File: config.mk
export PLATFORM = sky130hd
export DESIGN_NAME = flash_op_sequencer_flat
export DESIGN_NICKNAME = d
export VERILOG_FILES = /design/src/rtl/flash_seq_pkg.sv /design/src/rtl/flash_op_sequencer_if.sv /design/src/rtl/flash_cmd_issuer.sv /design/src/rtl/flash_op_sequencer.sv /design/src/flat_wrapper.sv
export SDC_FILE = /design/constraint.sdc
export NUM_CORES = 1
export LEC_CHECK = 0
export BUFFER_PORTS_ARGS = -buffer_cell sky130_fd_sc_hd__clkbuf_2
export CORE_MARGIN = 4
export CORE_UTILIZATION = 54
export CTS_CLUSTER_SIZE = 14
export DETAILED_ROUTE_END_ITERATION = 8
export PLACE_DENSITY = 0.78
export SYNTH_ARGS = -nofsm -noshare
export SYNTH_HDL_FRONTEND = slang
export SYNTH_SLANG_ARGS = --single-unit
File: constraint.sdc
create_clock -name clock -period 3.33 [get_ports clock]
set_input_delay 0 -clock clock [delete_from_list [all_inputs] [get_ports clock]]
set_output_delay 0 -clock clock [all_outputs]
set_load 0.05 [all_outputs]
File: src/rtl/flash_seq_pkg.sv
// Shared constants and state type for the flash op sequencer.
// FLASH_SEQ_WRDI_EN adds the trailing write-disable command.
package flash_seq_pkg;

  localparam int CMD_ID   = 1;
  localparam int CMD_WREN = 2;
  localparam int CMD_WRDI = 3;
  localparam int CMD_PP   = 4;
  localparam int CMD_X4   = 5;
  localparam int CMD_READ = 6;
  localparam int CMD_RDSR = 7;
  localparam int CMD_SE   = 8;

  localparam int FIN_ID   = 0;
  localparam int FIN_REG  = 1;
  localparam int FIN_PROG = 2;
  localparam int FIN_RD   = 3;

  localparam int WIP_BIT  = 0;

  typedef enum logic [3:0] {
    S_IDLE,
    S_WREN_REQ,
    S_WREN_WAIT,
    S_OP_REQ,
    S_OP_WAIT,
    S_POLL_REQ,
    S_POLL_DATA,
    S_POLL_WAIT,
    S_POLL_GAP,
`ifdef FLASH_SEQ_WRDI_EN
    S_WRDI_REQ,
    S_WRDI_WAIT,
`endif
    S_DONE
  } seq_state_e;

  function automatic logic wip_of(logic [7:0] s);
    return s[WIP_BIT];
  endfunction

endpackage

File: src/rtl/flash_op_sequencer_if.sv
// Command and status-byte side of spi_flash as seen by the sequencer.
// FLASH_SEQ_WRDI_EN does not change this interface.
interface flash_op_sequencer_if #(
  parameter int CSIZE = 4,
  parameter int LSIZE = 24,
  parameter int SLIZE = 16,
  parameter int NFIN  = 4
);
  logic             cmd_request;
  logic [CSIZE-1:0] cmd_code;
  logic [LSIZE-1:0] cmd_addr;
  logic [SLIZE-1:0] cmd_len;
  logic [NFIN-1:0]  cmd_finish;
  logic             st_valid;
  logic [7:0]       st_data;
  logic             st_ready;

  modport master (
    output cmd_request, cmd_code, cmd_addr, cmd_len,
    output st_ready,
    input  cmd_finish, st_valid, st_data
  );

  modport slave (
    input  cmd_request, cmd_code, cmd_addr, cmd_len,
    input  st_ready,
    output cmd_finish, st_valid, st_data
  );
endinterface

File: src/rtl/flash_cmd_issuer.sv
// Issues one command: REQ_HOLD-cycle request, fields held until finish.
// FLASH_SEQ_WRDI_EN does not affect this block.
module flash_cmd_issuer #(
  parameter int CSIZE    = 4,
  parameter int LSIZE    = 24,
  parameter int SLIZE    = 16,
  parameter int NFIN     = 4,
  parameter int REQ_HOLD = 2,
  parameter int SW       = (NFIN > 1) ? $clog2(NFIN) : 1
) (
  input  logic             clock,
  input  logic             rst_n,
  input  logic             start,
  input  logic             wait_en,
  input  logic [CSIZE-1:0] code,
  input  logic [LSIZE-1:0] addr,
  input  logic [SLIZE-1:0] len,
  input  logic [SW-1:0]    sel,
  input  logic [NFIN-1:0]  finish,
  output logic             cmd_request,
  output logic [CSIZE-1:0] cmd_code,
  output logic [LSIZE-1:0] cmd_addr,
  output logic [SLIZE-1:0] cmd_len,
  output logic             issued,
  output logic             fin_ok
);

  logic          busy;
  logic [7:0]    hold;
  logic [SW-1:0] sel_q;

  assign issued = cmd_request && (hold == '0);
  // finish is only honoured once the request pulse is over
  assign fin_ok = busy && !cmd_request && wait_en
               && finish[sel_q];

  always_ff @(posedge clock or negedge rst_n) begin
    if (!rst_n) begin
      busy        <= 1'b0;
      hold        <= '0;
      sel_q       <= '0;
      cmd_request <= 1'b0;
      cmd_code    <= '0;
      cmd_addr    <= '0;
      cmd_len     <= '0;
    end else if (start && !busy) begin
      busy        <= 1'b1;
      hold        <= 8'(REQ_HOLD - 1);
      sel_q       <= sel;
      cmd_request <= 1'b1;
      cmd_code    <= code;
      cmd_addr    <= addr;
      cmd_len     <= len;
    end else if (issued) begin
      cmd_request <= 1'b0;
    end else if (cmd_request) begin
      hold <= hold - 8'd1;
    end else if (fin_ok) begin
      busy     <= 1'b0;
      cmd_code <= '0;
      cmd_addr <= '0;
      cmd_len  <= '0;
    end
  end

endmodule

File: src/rtl/flash_op_sequencer.sv
// Page program / sector erase sequencer in front of spi_flash.
// Define FLASH_SEQ_WRDI_EN to end every job with a write disable.
module flash_op_sequencer
  import flash_seq_pkg::*;
#(
  parameter int          CSIZE    = 4,
  parameter int          LSIZE    = 24,
  parameter int          SLIZE    = 16,
  parameter int          NFIN     = 4,
  parameter int          REQ_HOLD = 2,
  parameter int          POLL_GAP = 64,
  parameter logic [15:0] MAX_POLL = 16'hFFFF
) (
  input  logic             clock,
  input  logic             rst_n,
  input  logic             clk_en,
  input  logic             job_valid,
  output logic             job_ready,
  input  logic             job_erase,
  input  logic [LSIZE-1:0] job_addr,
  input  logic [SLIZE-1:0] job_len,
  output logic             job_done,
  output logic             job_err,
  output logic [15:0]      job_polls,
  flash_op_sequencer_if.master bus
);

  localparam int SW = (NFIN > 1) ? $clog2(NFIN) : 1;
  localparam logic [SLIZE-1:0] PAGE = SLIZE'(256);
  localparam logic [15:0] GAP_LAST = 16'(POLL_GAP - 1);
`ifdef FLASH_SEQ_WRDI_EN
  localparam seq_state_e S_END = S_WRDI_REQ;
`else
  localparam seq_state_e S_END = S_DONE;
`endif

  seq_state_e state, state_n;

  logic             ready_q;
  logic             erase_q;
  logic [LSIZE-1:0] addr_q;
  logic [SLIZE-1:0] len_q;
  logic [15:0]      polls;
  logic [15:0]      gap_cnt;
  logic             wip_q;
  logic             err_q;

  logic             start;
  logic             wait_en;
  logic [CSIZE-1:0] code;
  logic [LSIZE-1:0] addr;
  logic [SLIZE-1:0] len;
  logic [SW-1:0]    sel;
  logic             issued;
  logic             fin_ok;
  logic             accept;
  logic             take;
  logic             timeout;

  assign job_ready    = ready_q;
  assign accept       = job_valid && ready_q;
  assign bus.st_ready = (state == S_POLL_DATA);
  assign take         = bus.st_valid && bus.st_ready
                     && clk_en;
  assign timeout      = wip_q && (polls == MAX_POLL);
  assign job_done     = (state == S_DONE);
  assign job_err      = job_done && err_q;

  flash_cmd_issuer #(
    .CSIZE    (CSIZE),
    .LSIZE    (LSIZE),
    .SLIZE    (SLIZE),
    .NFIN     (NFIN),
    .REQ_HOLD (REQ_HOLD),
    .SW       (SW)
  ) u_issuer (
    .clock       (clock),
    .rst_n       (rst_n),
    .start       (start),
    .wait_en     (wait_en),
    .code        (code),
    .addr        (addr),
    .len         (len),
    .sel         (sel),
    .finish      (bus.cmd_finish),
    .cmd_request (bus.cmd_request),
    .cmd_code    (bus.cmd_code),
    .cmd_addr    (bus.cmd_addr),
    .cmd_len     (bus.cmd_len),
    .issued      (issued),
    .fin_ok      (fin_ok)
  );

  always_comb begin
    state_n = state;
    start   = 1'b0;
    wait_en = 1'b0;
    code    = '0;
    addr    = '0;
    len     = '0;
    sel     = SW'(FIN_REG);
    unique case (state)
      S_IDLE:
        if (accept) state_n = S_WREN_REQ;
      S_WREN_REQ: begin
        start = 1'b1;
        code  = CSIZE'(CMD_WREN);
        if (issued) state_n = S_WREN_WAIT;
      end
      S_WREN_WAIT: begin
        wait_en = 1'b1;
        if (fin_ok) state_n = S_OP_REQ;
      end
      S_OP_REQ: begin
        start = 1'b1;
        code  = erase_q ? CSIZE'(CMD_SE)
                        : CSIZE'(CMD_PP);
        addr  = addr_q;
        len   = erase_q ? '0 : len_q;
        sel   = SW'(FIN_PROG);
        if (issued) state_n = S_OP_WAIT;
      end
      S_OP_WAIT: begin
        wait_en = 1'b1;
        if (fin_ok) state_n = S_POLL_REQ;
      end
      S_POLL_REQ: begin
        start = 1'b1;
        code  = CSIZE'(CMD_RDSR);
        len   = SLIZE'(1);
        if (issued) state_n = S_POLL_DATA;
      end
      S_POLL_DATA:
        if (take) state_n = S_POLL_WAIT;
      S_POLL_WAIT: begin
        wait_en = 1'b1;
        if (fin_ok) begin
          if (!wip_q || timeout) state_n = S_END;
          else                   state_n = S_POLL_GAP;
        end
      end
      S_POLL_GAP:
        if (clk_en && gap_cnt == GAP_LAST)
          state_n = S_POLL_REQ;
`ifdef FLASH_SEQ_WRDI_EN
      S_WRDI_REQ: begin
        start = 1'b1;
        code  = CSIZE'(CMD_WRDI);
        if (issued) state_n = S_WRDI_WAIT;
      end
      S_WRDI_WAIT: begin
        wait_en = 1'b1;
        if (fin_ok) state_n = S_DONE;
      end
`endif
      S_DONE:
        state_n = S_IDLE;
      default:
        state_n = S_IDLE;
    endcase
  end

  always_ff @(posedge clock or negedge rst_n) begin
    if (!rst_n) begin
      state     <= S_IDLE;
      ready_q   <= 1'b0;
      erase_q   <= 1'b0;
      addr_q    <= '0;
      len_q     <= '0;
      polls     <= '0;
      gap_cnt   <= '0;
      wip_q     <= 1'b0;
      err_q     <= 1'b0;
      job_polls <= '0;
    end else begin
      state   <= state_n;
      ready_q <= (state_n == S_IDLE);
      if (state == S_IDLE && accept) begin
        erase_q <= job_erase;
        addr_q  <= job_addr;
        len_q   <= (job_len > PAGE) ? PAGE : job_len;
        polls   <= '0;
        gap_cnt <= '0;
        err_q   <= 1'b0;
      end
      if (take) begin
        wip_q <= wip_of(bus.st_data);
        if (polls != MAX_POLL) polls <= polls + 16'd1;
      end
      if (state == S_POLL_WAIT && fin_ok && timeout)
        err_q <= 1'b1;
      if (state == S_POLL_GAP && clk_en)
        gap_cnt <= (gap_cnt == GAP_LAST) ? '0
                 : gap_cnt + 16'd1;
      if (state == S_DONE)
        job_polls <= polls;
    end
  end

endmodule

File: src/flat_wrapper.sv
// flat-port wrapper written by rule: the top's interface ports become plain ports
module flash_op_sequencer_flat import flash_seq_pkg::*;
#(
  parameter int          CSIZE    = 4,
  parameter int          LSIZE    = 24,
  parameter int          SLIZE    = 16,
  parameter int          NFIN     = 4,
  parameter int          REQ_HOLD = 2,
  parameter int          POLL_GAP = 64,
  parameter logic [15:0] MAX_POLL = 16'hFFFF
)
  (clock, rst_n, clk_en, job_valid, job_ready, job_erase, job_addr, job_len, job_done, job_err, job_polls, bus_cmd_request, bus_cmd_code, bus_cmd_addr, bus_cmd_len, bus_st_ready, bus_cmd_finish, bus_st_valid, bus_st_data);
  flash_op_sequencer_if #(.CSIZE(CSIZE), .LSIZE(LSIZE), .SLIZE(SLIZE), .NFIN(NFIN)) bus_i ();
  input  logic clock;
  input  logic rst_n;
  input  logic clk_en;
  input  logic job_valid;
  output logic job_ready;
  input  logic job_erase;
  input  logic [LSIZE-1:0] job_addr;
  input  logic [SLIZE-1:0] job_len;
  output logic job_done;
  output logic job_err;
  output logic [15:0] job_polls;
  output wire logic [$bits(bus_i.cmd_request)-1:0] bus_cmd_request;
  output wire logic [$bits(bus_i.cmd_code)-1:0] bus_cmd_code;
  output wire logic [$bits(bus_i.cmd_addr)-1:0] bus_cmd_addr;
  output wire logic [$bits(bus_i.cmd_len)-1:0] bus_cmd_len;
  output wire logic [$bits(bus_i.st_ready)-1:0] bus_st_ready;
  input wire logic [$bits(bus_i.cmd_finish)-1:0] bus_cmd_finish;
  input wire logic [$bits(bus_i.st_valid)-1:0] bus_st_valid;
  input wire logic [$bits(bus_i.st_data)-1:0] bus_st_data;
  assign bus_cmd_request = bus_i.cmd_request;
  assign bus_cmd_code = bus_i.cmd_code;
  assign bus_cmd_addr = bus_i.cmd_addr;
  assign bus_cmd_len = bus_i.cmd_len;
  assign bus_st_ready = bus_i.st_ready;
  assign bus_i.cmd_finish = bus_cmd_finish;
  assign bus_i.st_valid = bus_st_valid;
  assign bus_i.st_data = bus_st_data;
  flash_op_sequencer #(.CSIZE(CSIZE), .LSIZE(LSIZE), .SLIZE(SLIZE), .NFIN(NFIN), .REQ_HOLD(REQ_HOLD), .POLL_GAP(POLL_GAP), .MAX_POLL(MAX_POLL)) u_core (.clock(clock), .rst_n(rst_n), .clk_en(clk_en), .job_valid(job_valid), .job_ready(job_ready), .job_erase(job_erase), .job_addr(job_addr), .job_len(job_len), .job_done(job_done), .job_err(job_err), .job_polls(job_polls), .bus(bus_i));
endmodule
Word level (Yosys, flattened, before mapping):

Cells that the tools add are included.

* logic and storage cells: 118
* flip-flop bits (word level): 152

* order comparisons: 2
* reductions and logical operators: 31
* add/sub/neg operators: 3
* equality and inequality tests: 14
* mux-type cells: 51

Operators with widths (number)
* 16-bit 2-to-1 mux: 12
* 24-bit 2-to-1 mux: 5
* 4-bit 2-to-1 mux: 14
* 4-bit case mux with 9 select lines: 1
* 16-bit by 1-bit adder with 16-bit output (second input constant): 2
* 16-bit case mux with 2 select lines: 1
* 8-bit 2-to-1 mux: 3
* 16-bit == test (second input constant): 1
* 16-bit by 6-bit == test with 1-bit output (second input constant): 1
* 4-bit by 3-bit == test with 1-bit output (second input constant): 4
* 16-bit by 9-bit greater-than comparator with 1-bit output (second input constant): 1
* 16-bit != test (second input constant): 1
* 1-bit logical AND: 15
* 1-bit 2-to-1 mux: 12
* 4-bit case mux with 3 select lines: 1
* 2-bit nonzero test: 5
* 4-bit by 2-bit == test with 1-bit output (second input constant): 2
* 4-bit == test (second input constant): 2
* 4-bit logical NOT: 2
* 8-bit logical NOT: 1
* 8-bit by 1-bit subtractor with 8-bit output (second input constant): 1
* 3-bit OR reduction: 2
* 4-bit by 1-bit == test with 1-bit output (second input constant): 1
* 1-bit logical NOT: 3
* 8 further kinds: 8

Longest topological paths before layout:

Gate-level depths: netlist (run 1).

* depth in word-level cells: 9
* mapped depth: 9
* mapped depth without buffers: 8

Modules after synthesis:

From an unflattened synthesis (run 1), not the netlist that was laid out.

* cells, all modules: 736
* area total of the unflattened synthesis: 7226.9 um2

Modules (own cells, without submodules)
* flash_op_sequencer: times used 1, area each 4663.2 um2, cells an instance 478
* flash_cmd_issuer: times used 1, area each 2563.7 um2, cells an instance 258

Worst setup path before layout (run 1):

OpenSTA, ideal clock, no wires.

* path type: flip-flop to output port
* from: register u_core.state[1]
* to: output port job_err
* required time: 3330 ps
* path buffers: 3
* stages on the path, launching flop included: 7
* arrival: 2394 ps
* setup slack: 936 ps
* cells stage by stage: dfrtp_1 > buf_2 > nor2_1 > and3_1 > clkbuf_1 > clkbuf_1 > and2_1

* word-level cells in the longest chain between the ends: 2

RTL lines
* start, declared: RTL line flash_op_sequencer.sv:37 `seq_state_e state, state_n;`
* start signal, assigned: RTL line flash_op_sequencer.sv:176 `state <= state_n;`
* 4-bit == test: RTL line flash_op_sequencer.sv:66 `assign job_done = (state == S_DONE);`
* via job_done: RTL line flat_wrapper.sv:22 `output logic job_done;`
* 1-bit logical AND: RTL line flash_op_sequencer.sv:67 `assign job_err = job_done && err_q;`
* end, declared: RTL line flat_wrapper.sv:23 `output logic job_err;`

The timed path passes the listed nets, and every way through them passes these cells.

Final worst setup path (run 1):

* from: register u_core.u_issuer.sel_q[1]
* to: register u_core.u_issuer.cmd_addr[2]

* word-level cells in the longest chain between the ends: 5

RTL lines
* start, declared: RTL line flash_cmd_issuer.sv:30 `logic [SW-1:0] sel_q;`
* start signal, assigned: RTL line flash_cmd_issuer.sv:49 `sel_q <= sel;`
* 1-bit binary-select mux with 2-bit select: RTL line flash_cmd_issuer.sv:35 `&& finish[sel_q];`
* 1-bit 2-to-1 mux (implied by the code): RTL line flash_cmd_issuer.sv:35
* 1-bit logical AND: RTL line flash_cmd_issuer.sv:35
* 2-bit nonzero test (no source line)
* 3-bit AND reduction (no source line)
* end signal, assigned: RTL line flash_cmd_issuer.sv:52 `cmd_addr <= addr;`
* end, declared: RTL line flash_cmd_issuer.sv:22 `output logic [LSIZE-1:0] cmd_addr,`

No other way between the ends. The select of a mux whose other input is x is not followed.
A chain may end at the register's enable or synchronous reset.

==> impl.org, run 1 <==
** Worst setup path
- CP startpoint kind :: flip-flop
- Endpoint type of the worst setup path :: flip-flop
- Data on the critical path arrives at its endpoint at between 2 and 3 ns.
- The setup path with the least slack is of type flip-flop to flip-flop.
- Required time of the critical path :: about 3.7 ns
- Of all nets on the critical path, the largest fanout is 42.

** STA
- For the finished layout, the period the worst path requires is around 2.6 ns.
- Share of the cycle needed by the critical path after routing :: between 70 and 80%
- For this run, the top clock speed supported by timing is approximately 380 MHz.
- Relative slew slack :: ~28%
- After layout, the worst setup slack is 0.7025 ns.
- The clock arrives with 0.008704 ns of skew.
- For the pin with the worst max-slew slack, the measured transition is approximately 1.1 ns.
- Final hold viol count :: 0
- Setup violations remaining at the end of the flow were counted as 0.
- Setup total negative slack on the finished layout was measured at 0 ns.
- Unrepaired setup endpoints after global routing :: no
- The count of pins over their slew limit was 0.

** Detailed routing
- Count of routing violations after the opening detailed-route iteration :: about 540
- Antenna Violating Nets Remaining :: 0
- The routed layout has about 5,300 vias.
- First-pass detailed-route iteration total :: 5
- Wirelength, routed :: ~16,000 µm
- Routed wire length per instance :: 17.61 µm
- After detailed routing, the number of remaining DRC violations is 0.
- In the routed layout, each cell is associated on average with a via count of approximately 5.9.

** Yosys
- Counting flops and latches in the post-synthesis netlist gives 152.
- The most used flip-flop cell after synthesis is dfrtp_1.
- Summing the areas of all compound-gate instances in the mapped netlist gives 14.47% of the synthesized area.
- In the synthesized netlist, mux cells make up 3.919% of the area.
- Counting every net in the synthesized netlist gives 658.
- After synthesis, the largest family of logic cells by area is simple AND/OR/NAND/NOR gates.
- Synthesis warning total :: 0
- Sequential area share after synthesis :: about three fifths
- Adder and majority cell fraction of the synthesized area :: 0.7761%
- After Yosys synthesis, and, or, nand and nor cells account for a little under a fifth of the synthesized area.
- Of the total synthesized cell area, the portion taken by XOR and XNOR cells is 1.630%.
- The average instance in the mapped netlist occupies 10.82 µm².
- Proportion of register bits with asynchronous set or reset after synthesis :: between 90% and 100%
- Number of different library cells in the post-synthesis netlist :: 53
- In this run, synthesis inferred 0 flip-flops with an integrated enable.
- The cell count after synthesis came out at 596.
- Post-synthesis instance area :: 0.006449 mm²

** CTS
- Bufs on Longest Clock Path :: 2
- The clock reaches the later pin of the worst-skew pair after 0.42 ns.
- Number of buffers inserted for hold repair after clock tree synthesis :: 38
- TritonCTS built the clock tree.
- The number of clock buffers added by TritonCTS is 17.
- CTS built an H-tree with a depth of 4.
- Post-cts gate resize count :: 0
- For this design, the sink count on the clock tree is 152.
- Root buffer cell :: clkbuf_16
- In this run the post-CTS setup repair buffer count came out at 0.
- Clk slew on worst S/H paths :: around 0.060 ns

** Pwr
- The analysis attributes to cell leakage a power of ~4.1 nW.
- Power density of the placed cells :: 477.2 mW/mm²
- Worst vdd ir :: 0.0004087 V

** Die
- Area enclosed by the die boundary :: ~0.014 mm²
- Count of boundary I/O pins :: ~120
- The die is approximately 120 µm wide.
- Num rows :: 39
- Area of the core :: 0.01156 mm²
- Measured along the y axis, the die boundary spans 117.3 µm.
- For this configuration, the core starts out at a cell density of a little under three fifths.

** Status
- The flow ran to the end, and the final reports show no timing, DRC or antenna violations.

** Cells and area
- The area growth from synthesis to layout is 26.83%.
- After the flow finishes, the layout carries non-filler instances totaling around 900.
- Final-stage net count :: about 810
- Post-layout util :: approximately 70%
- Counting the fill cells in the layout gives 815.
- Number of inserted diodes :: 0
- In the final layout, the share of cells above drive strength 1 is roughly 24%.

** Place
- Routability-driven placement congestion ratio :: just under 0.9
- The HPWL after detailed placement is around 10000 µm.
- At the placement stage, the worst setup path has a slack of ~0.75 ns.
- Port buffering added approximately 120 buffers.
- Dpl cells :: between 800 and 900

** GRT
- For this run, the total global-route usage over all layers was measured as around 25%.
- The initial antenna violation count is 0.
- The first global-routing pass estimated about 26,000 µm of wire.
- Pin count of the biggest net entering global routing :: 82
- After global routing the overflow that remains totals 0.
- The number of global-route vias before repair is 5,320.

** Worst hold path
- The min-delay analysis places its worst path in the category input pin to flip-flop.

** Job
- Count of max-cap constraint violations :: 0
## sequential cells by signal (all words and copies together) (netlist names)
| name | cells |
|---|---|
| u_core.u_issuer.sel_q | 2 |
| u_core.gap_cnt | 16 |
| u_core.u_issuer.cmd_addr | 24 |
| u_core.wip_q | 1 |
| u_core.polls | 16 |
| u_core.err_q | 1 |
| u_core.u_issuer.cmd_len | 16 |
| u_core.len_q | 16 |
| u_core.job_ready | 1 |
| u_core.u_issuer.hold | 8 |
| u_core.u_issuer.cmd_request | 1 |
| u_core.state | 4 |
| u_core.addr_q | 24 |
| u_core.u_issuer.cmd_code | 4 |
| u_core.erase_q | 1 |
| u_core.job_polls | 16 |
| u_core.u_issuer.busy | 1 |
## logic make-up after synthesis
family | count (synthesis)
and+or+nand+nor | 242
AOI/OAI and AO/OA | 126
adders and majority gates | 4
buffers and inverters | 37
muxes | 23
xor gates and xnor gates | 12
DFF | 152
## report_power, final
group / switching [W] / internal (W) / total [W]
Combinational: 0.0000583 / 0.0000572 / 0.000116
Sequential: 0.00000489 / 0.00185 / 0.00186
Clock: 0.000734 / 0.00120 / 0.00193
## layout make-up
| type | instances | area (µm²) | area share (%) |
|---|---|---|---|
| sequential | 152 | 3804 | 46.50 |
| multi-input combinational | 407 | 2521 | 30.82 |
| timing repair buffer | 163 | 1050 | 12.83 |
| clock buffer | 21 | 450.4 | 5.507 |
| tap | 143 | 178.9 | 2.188 |
| clock inverter | 10 | 145.1 | 1.775 |
| inverter | 8 | 30.03 | 0.3671 |
## worst max-delay path: stages (launching register included)
cell and delay, ns:
dfrtp_1 0.39, mux2_2 0.35, a2bb2oi_1 0.45, a211oi_1 0.22
nor2_4 0.87, a22o_1 0.25
## final timing paths
path                       cells after the start  slack [ns]                startpoint                           to
hold / removal                                 4        0.09                 job_valid            u_core.addr_q[23]
setup reg to reg                               5        0.70  u_core.u_issuer.sel_q[1]  u_core.u_issuer.cmd_addr[2]
max in group asynchronous                      3        2.30                     rst_n   u_core.u_issuer.cmd_len[8]
min in group asynchronous                      2        0.18                     rst_n           u_core.gap_cnt[11]
setup / recovery                               5        0.70  u_core.u_issuer.sel_q[1]  u_core.u_issuer.cmd_addr[2]
hold reg to reg                                2        0.49          u_core.addr_q[9]             u_core.addr_q[9]
## through the flow
stage	hold WS [ns]	power, W	instance area (µm²)
floorplan	-0.2956	0.001896	6449
global placement	0.09790	0.001969	7203
detailed placement	0.09543	0.001970	7203
CTS	0.06862	0.003936	8179
global route	0.1326	0.004030	8179
finish	0.08509	0.003903	8179
## routing by layer
| metal | wire, µm | global-route usage [%] |
|---|---|---|
| met5 | 0 | 0 |
| met4 | 331 | 9.098 |
| met3 | 1047 | 6.272 |
| met1 | 6759 | 32.37 |
| met2 | 7781 | 40.12 |
## Yosys cell counts (2+ instances only)
cell | instances | share of area, %
dfrtp_1 | 152 | 59
a32o_1 | 2 | 0.31
nor2b_1 | 3 | 0.29
mux2i_1 | 5 | 0.78
nor3b_1 | 4 | 0.47
nand3_2 | 2 | 0.31
a2bb2oi_1 | 2 | 0.27
a21oi_1 | 7 | 0.54
a211o_1 | 2 | 0.27
o31ai_1 | 7 | 0.81
or2_2 | 2 | 0.19
a211oi_1 | 3 | 0.35
inv_1 | 8 | 0.47
mux2_2 | 18 | 3.1
and3_1 | 10 | 0.97
and4_1 | 2 | 0.27
clkbuf_1 | 24 | 1.4
ha_1 | 4 | 0.78
o21ai_0 | 38 | 2.9
nand2_1 | 105 | 6.1
nor2_1 | 34 | 2.0
o211ai_1 | 2 | 0.23
a22o_1 | 48 | 6.5
nand4_1 | 10 | 0.97
nor4_1 | 11 | 1.1
buf_2 | 3 | 0.23
or3_1 | 2 | 0.19
xor2_1 | 7 | 0.95
and2_1 | 8 | 0.78
nand3_1 | 33 | 2.6
nor3_1 | 5 | 0.39
buf_1 | 2 | 0.12
a21o_1 | 3 | 0.35
o41ai_1 | 2 | 0.27
xnor2_1 | 5 | 0.68
nand2b_1 | 4 | 0.39
## cells in the final DEF, fill, tap and decap left out, types with 10 or more instances in the layout
master and instances:
a22o_1 48, clkbuf_16 17, dfrtp_1 152, nor4_1 10, and3_1 10, clkbuf_2 114
nand2_1 105, dlygate4sd3_1 38, nand4_1 10, nor2_1 33, o21ai_0 38, mux2_2 18
nand3_1 33
Power figures use the tool's default switching activity.
==> run 2: changes to the inputs <==
clock period = 2.5 ns   (was 3.33 ns; I/O delays follow)
==> run 2 against run 1 <==
Non-clock buffer count grew 12. Register-to-register slack worse by 0.56 ns. Clock power increased by 28%. Flip-flop and latch count is the same. Final cell count increased by 1.4%. Highest routed layer unchanged.
==> impl.org, run 2 (synthesis results as in run 1) <==
** Status
- Status :: finished, final reports clean

** GRT
- Total global-route track usage :: between 20% and 30%
- The total overflow left after global routing is 0.
- Antenna violations before repair :: 0
- First-pass GRT wire length :: between 20,000 and 30,000 µm
- Pin count of the biggest net entering global routing :: between 60 and 70
- Via count of the first global-routing pass :: 5,331

** Worst setup path
- The worst setup path is of the flip-flop to flip-flop kind.
- Highest net fanout along the worst path :: 21
- Worst EP arrival :: about 2.7 ns
- In this run the register-to-register setup slack is ~0.15 ns.
- Endpoint type of the worst setup path :: flip-flop
- Required time of the critical path :: roughly 2.8 ns
- CP startpoint kind :: flip-flop

** Pwr
- Of the total power, the clock network draws 48.4%.
- P_sw :: 0.001062 W
- IR analysis of the VDD net gives a maximum drop of 0.0004762 V.
- Summed over all cells, the static leakage comes to around 4.2 nW.
- For this design the ratio of total power to cell area is 616.5 mW/mm².
- Final Total Pwr :: 0.005098 W
- Internal power :: 0.004036 W
- Comb power frac :: 3.1%
- Sequential cells burn a little under 50% of the power.
- Net switching is between 20% and 30% of the power.

** Detailed routing
- First-pass detailed-route iteration total :: 4
- Number of remaining DRC errors :: 0
- Via/cell ratio :: just under 6
- In this run, the number of DRC markers left after iteration 0 of detailed routing was between 400 and 500.
- Overall via count from detail_route :: 5,324
- The detail route stage leaves a number of antenna-violating nets equal to 0.
- Routed wire length per instance :: roughly 18 µm
- Summed over all layers, the routed wires come to ~16,000 µm.

** Place
- After legalization and detailed placement, the total HPWL measured about 10,000 µm.
- Total of buffers placed on input and output ports :: roughly 120
- In this run the cell area measured after placement is 0.007306 mm².
- At the end of routability-driven placement, the weighted congestion stood at 0.8742.
- Dpl cells :: 847

** Job
- Count of max-cap constraint violations :: 0

** CTS
- CTS built an H-tree with a depth of 4.
- Bufs on Longest Clock Path :: 2
- Counting the buffers created by CTS gives 17.
- In this run the clock root is driven by a clkbuf_16.
- Clk slew on worst S/H paths :: 0.06 ns
- TritonCTS built the clock tree.
- CTS saw 152 sinks.
- Clock latency on the worst-skew pair, taken at its later pin, is between 0.4 and 0.5 ns.

** Cells and area
- Summing all non-filler instances in the final layout gives an area of 0.008268 mm².
- From synthesis to final layout, the design area changed by 28.21%.
- Highest-count cells in the layout ignoring fill and taps :: dfrtp_1 (152), clkbuf_2 (114), nand2_1 (105)
- Most frequent standard cell in the layout excluding fill and tap cells :: dfrtp_1
- The largest registers in the layout are u_core.addr_q: 24 flops, u_core.u_issuer.cmd_addr: 24 flops.
- Counting the fill cells in the layout gives 789.
- The post-route netlist has between 20 and 30% of its cells at a drive strength greater than 1.
- The repair_antennas step left the layout with diodes totalling 0.
- After the last flow step, the layout net total stands at 824.
- The finished layout holds a little over 900 standard cells, fillers aside.

** STA
- At the pin with the least slew margin, the transition time is around 0.85 ns.
- Relative slew slack :: 43.43%
- For the final database, setup skew stands at a little over 0.005 ns.
- # setup viols final :: 0
- Fmax :: approximately 420 MHz
- Of the available clock period, the critical path in the final layout requires a little over nine tenths.
- Final hold viol count :: 0
- On the final layout, the worst hold slack is a little over 0.1 ns.
- Time the worst path needs with I/O delays and setup :: approximately 2.4 ns
- The count of pins over their slew limit was 0.
- Unrepaired setup endpoints after global routing :: no
- Total Neg Setup Slack :: 0 ns

** Die
- Initial core utilization :: 55.76%
- Die outline width :: 117.3 µm
- The die covers 0.01375 mm².
- In this run the vertical extent of the chip is ~120 µm.
- Area of the core :: approximately 0.012 mm²
- The floorplan has 39 rows.
- roughly 120 I/O pins were placed.

** Worst hold path
- The min-delay analysis places its worst path in the category input pin to flip-flop.
## run 2: cell types whose count changed in the layout (fill, tap and decap cells not counted)
cell,change
buf_4,+11
nor2_4,+1
clkbuf_1,-1
clkinv_4,-2
clkinvlp_4,+1
bufinv_16,-1
buf_12,+1
clkinv_2,+2
inv_6,+1
## run 2: critical path, stage by stage (launching register included)
cell      delay, ns
dfrtp_1        0.54
nor2b_1        0.39
nand2b_1       0.23
a21oi_1        0.54
nor2_4         0.27
a22o_1         0.26
## run 2: path summary, 6_finish.rpt
check | from | end | depth (start not counted)
max | u_core.state[0] | u_core.u_issuer.cmd_addr[2] | 5
max reg2reg | u_core.state[0] | u_core.u_issuer.cmd_addr[2] | 5
min in group asynchronous | rst_n | u_core.gap_cnt[2] | 2
max in group asynchronous | rst_n | u_core.job_polls[8] | 3
min reg2reg | u_core.addr_q[19] | u_core.addr_q[19] | 2
min | job_valid | u_core.addr_q[23] | 4
## run 2: power by group through the flow
stage | Clock [W] | Combinational [W] | Sequential, W
after floorplan | 0 | 0.0000109 | 0.00252
after global placement | 0 | 0.000109 | 0.00252
after detailed placement | 0 | 0.000112 | 0.00252
after CTS | 0.00251 | 0.000159 | 0.00247
after global routing | 0.00263 | 0.000177 | 0.00247
final | 0.00247 | 0.000159 | 0.00247
## run 2: layout make-up
| cell class | count | area, µm² | area share (%) |
|---|---|---|---|
| repair buffers | 175 | 1152 | 13.94 |
| flip-flops and latches | 152 | 3804 | 46.00 |
| inverters | 8 | 30.03 | 0.3632 |
| well taps | 143 | 178.9 | 2.164 |
| multi-input cells | 408 | 2532 | 30.63 |
| clock buffers | 20 | 446.7 | 5.403 |
| clock inverters | 11 | 123.9 | 1.498 |
## run 2: per-stage QoR
step / setup WS (ns) / util [%]
detailed placement: 0.08704 / 63.17
global route: 0.01133 / 71.49
floorplan: 0.1060 / -
CTS: 0.07822 / 71.39
finish: 0.1454 / 71.49
global placement: 0.1946 / 63.17
## run 2: what timing repair did
action / in CTS / in global routing
setup endpoints to repair: 0 / 13
setup buffers: 0 / 0
hold buffers: 38 / 0
gates resized for setup: 0 / 1
hold endpoints to repair: 95 / 0
## run 2: routing by layer
| layer | routed length (µm) | vias to the layer above | share of wire (%) | track usage (%) |
|---|---|---|---|---|
| met3 | 974 | 30 | 6.0 | 6.015 |
| met1 | 6997 | 2617 | 43 | 31.46 |
| met4 | 344 | 0 | 2.1 | 9.709 |
| li1 | - | 2473 | - | - |
| met5 | 0 | - | 0 | 0 |
| met2 | 7891 | 204 | 49 | 38.84 |
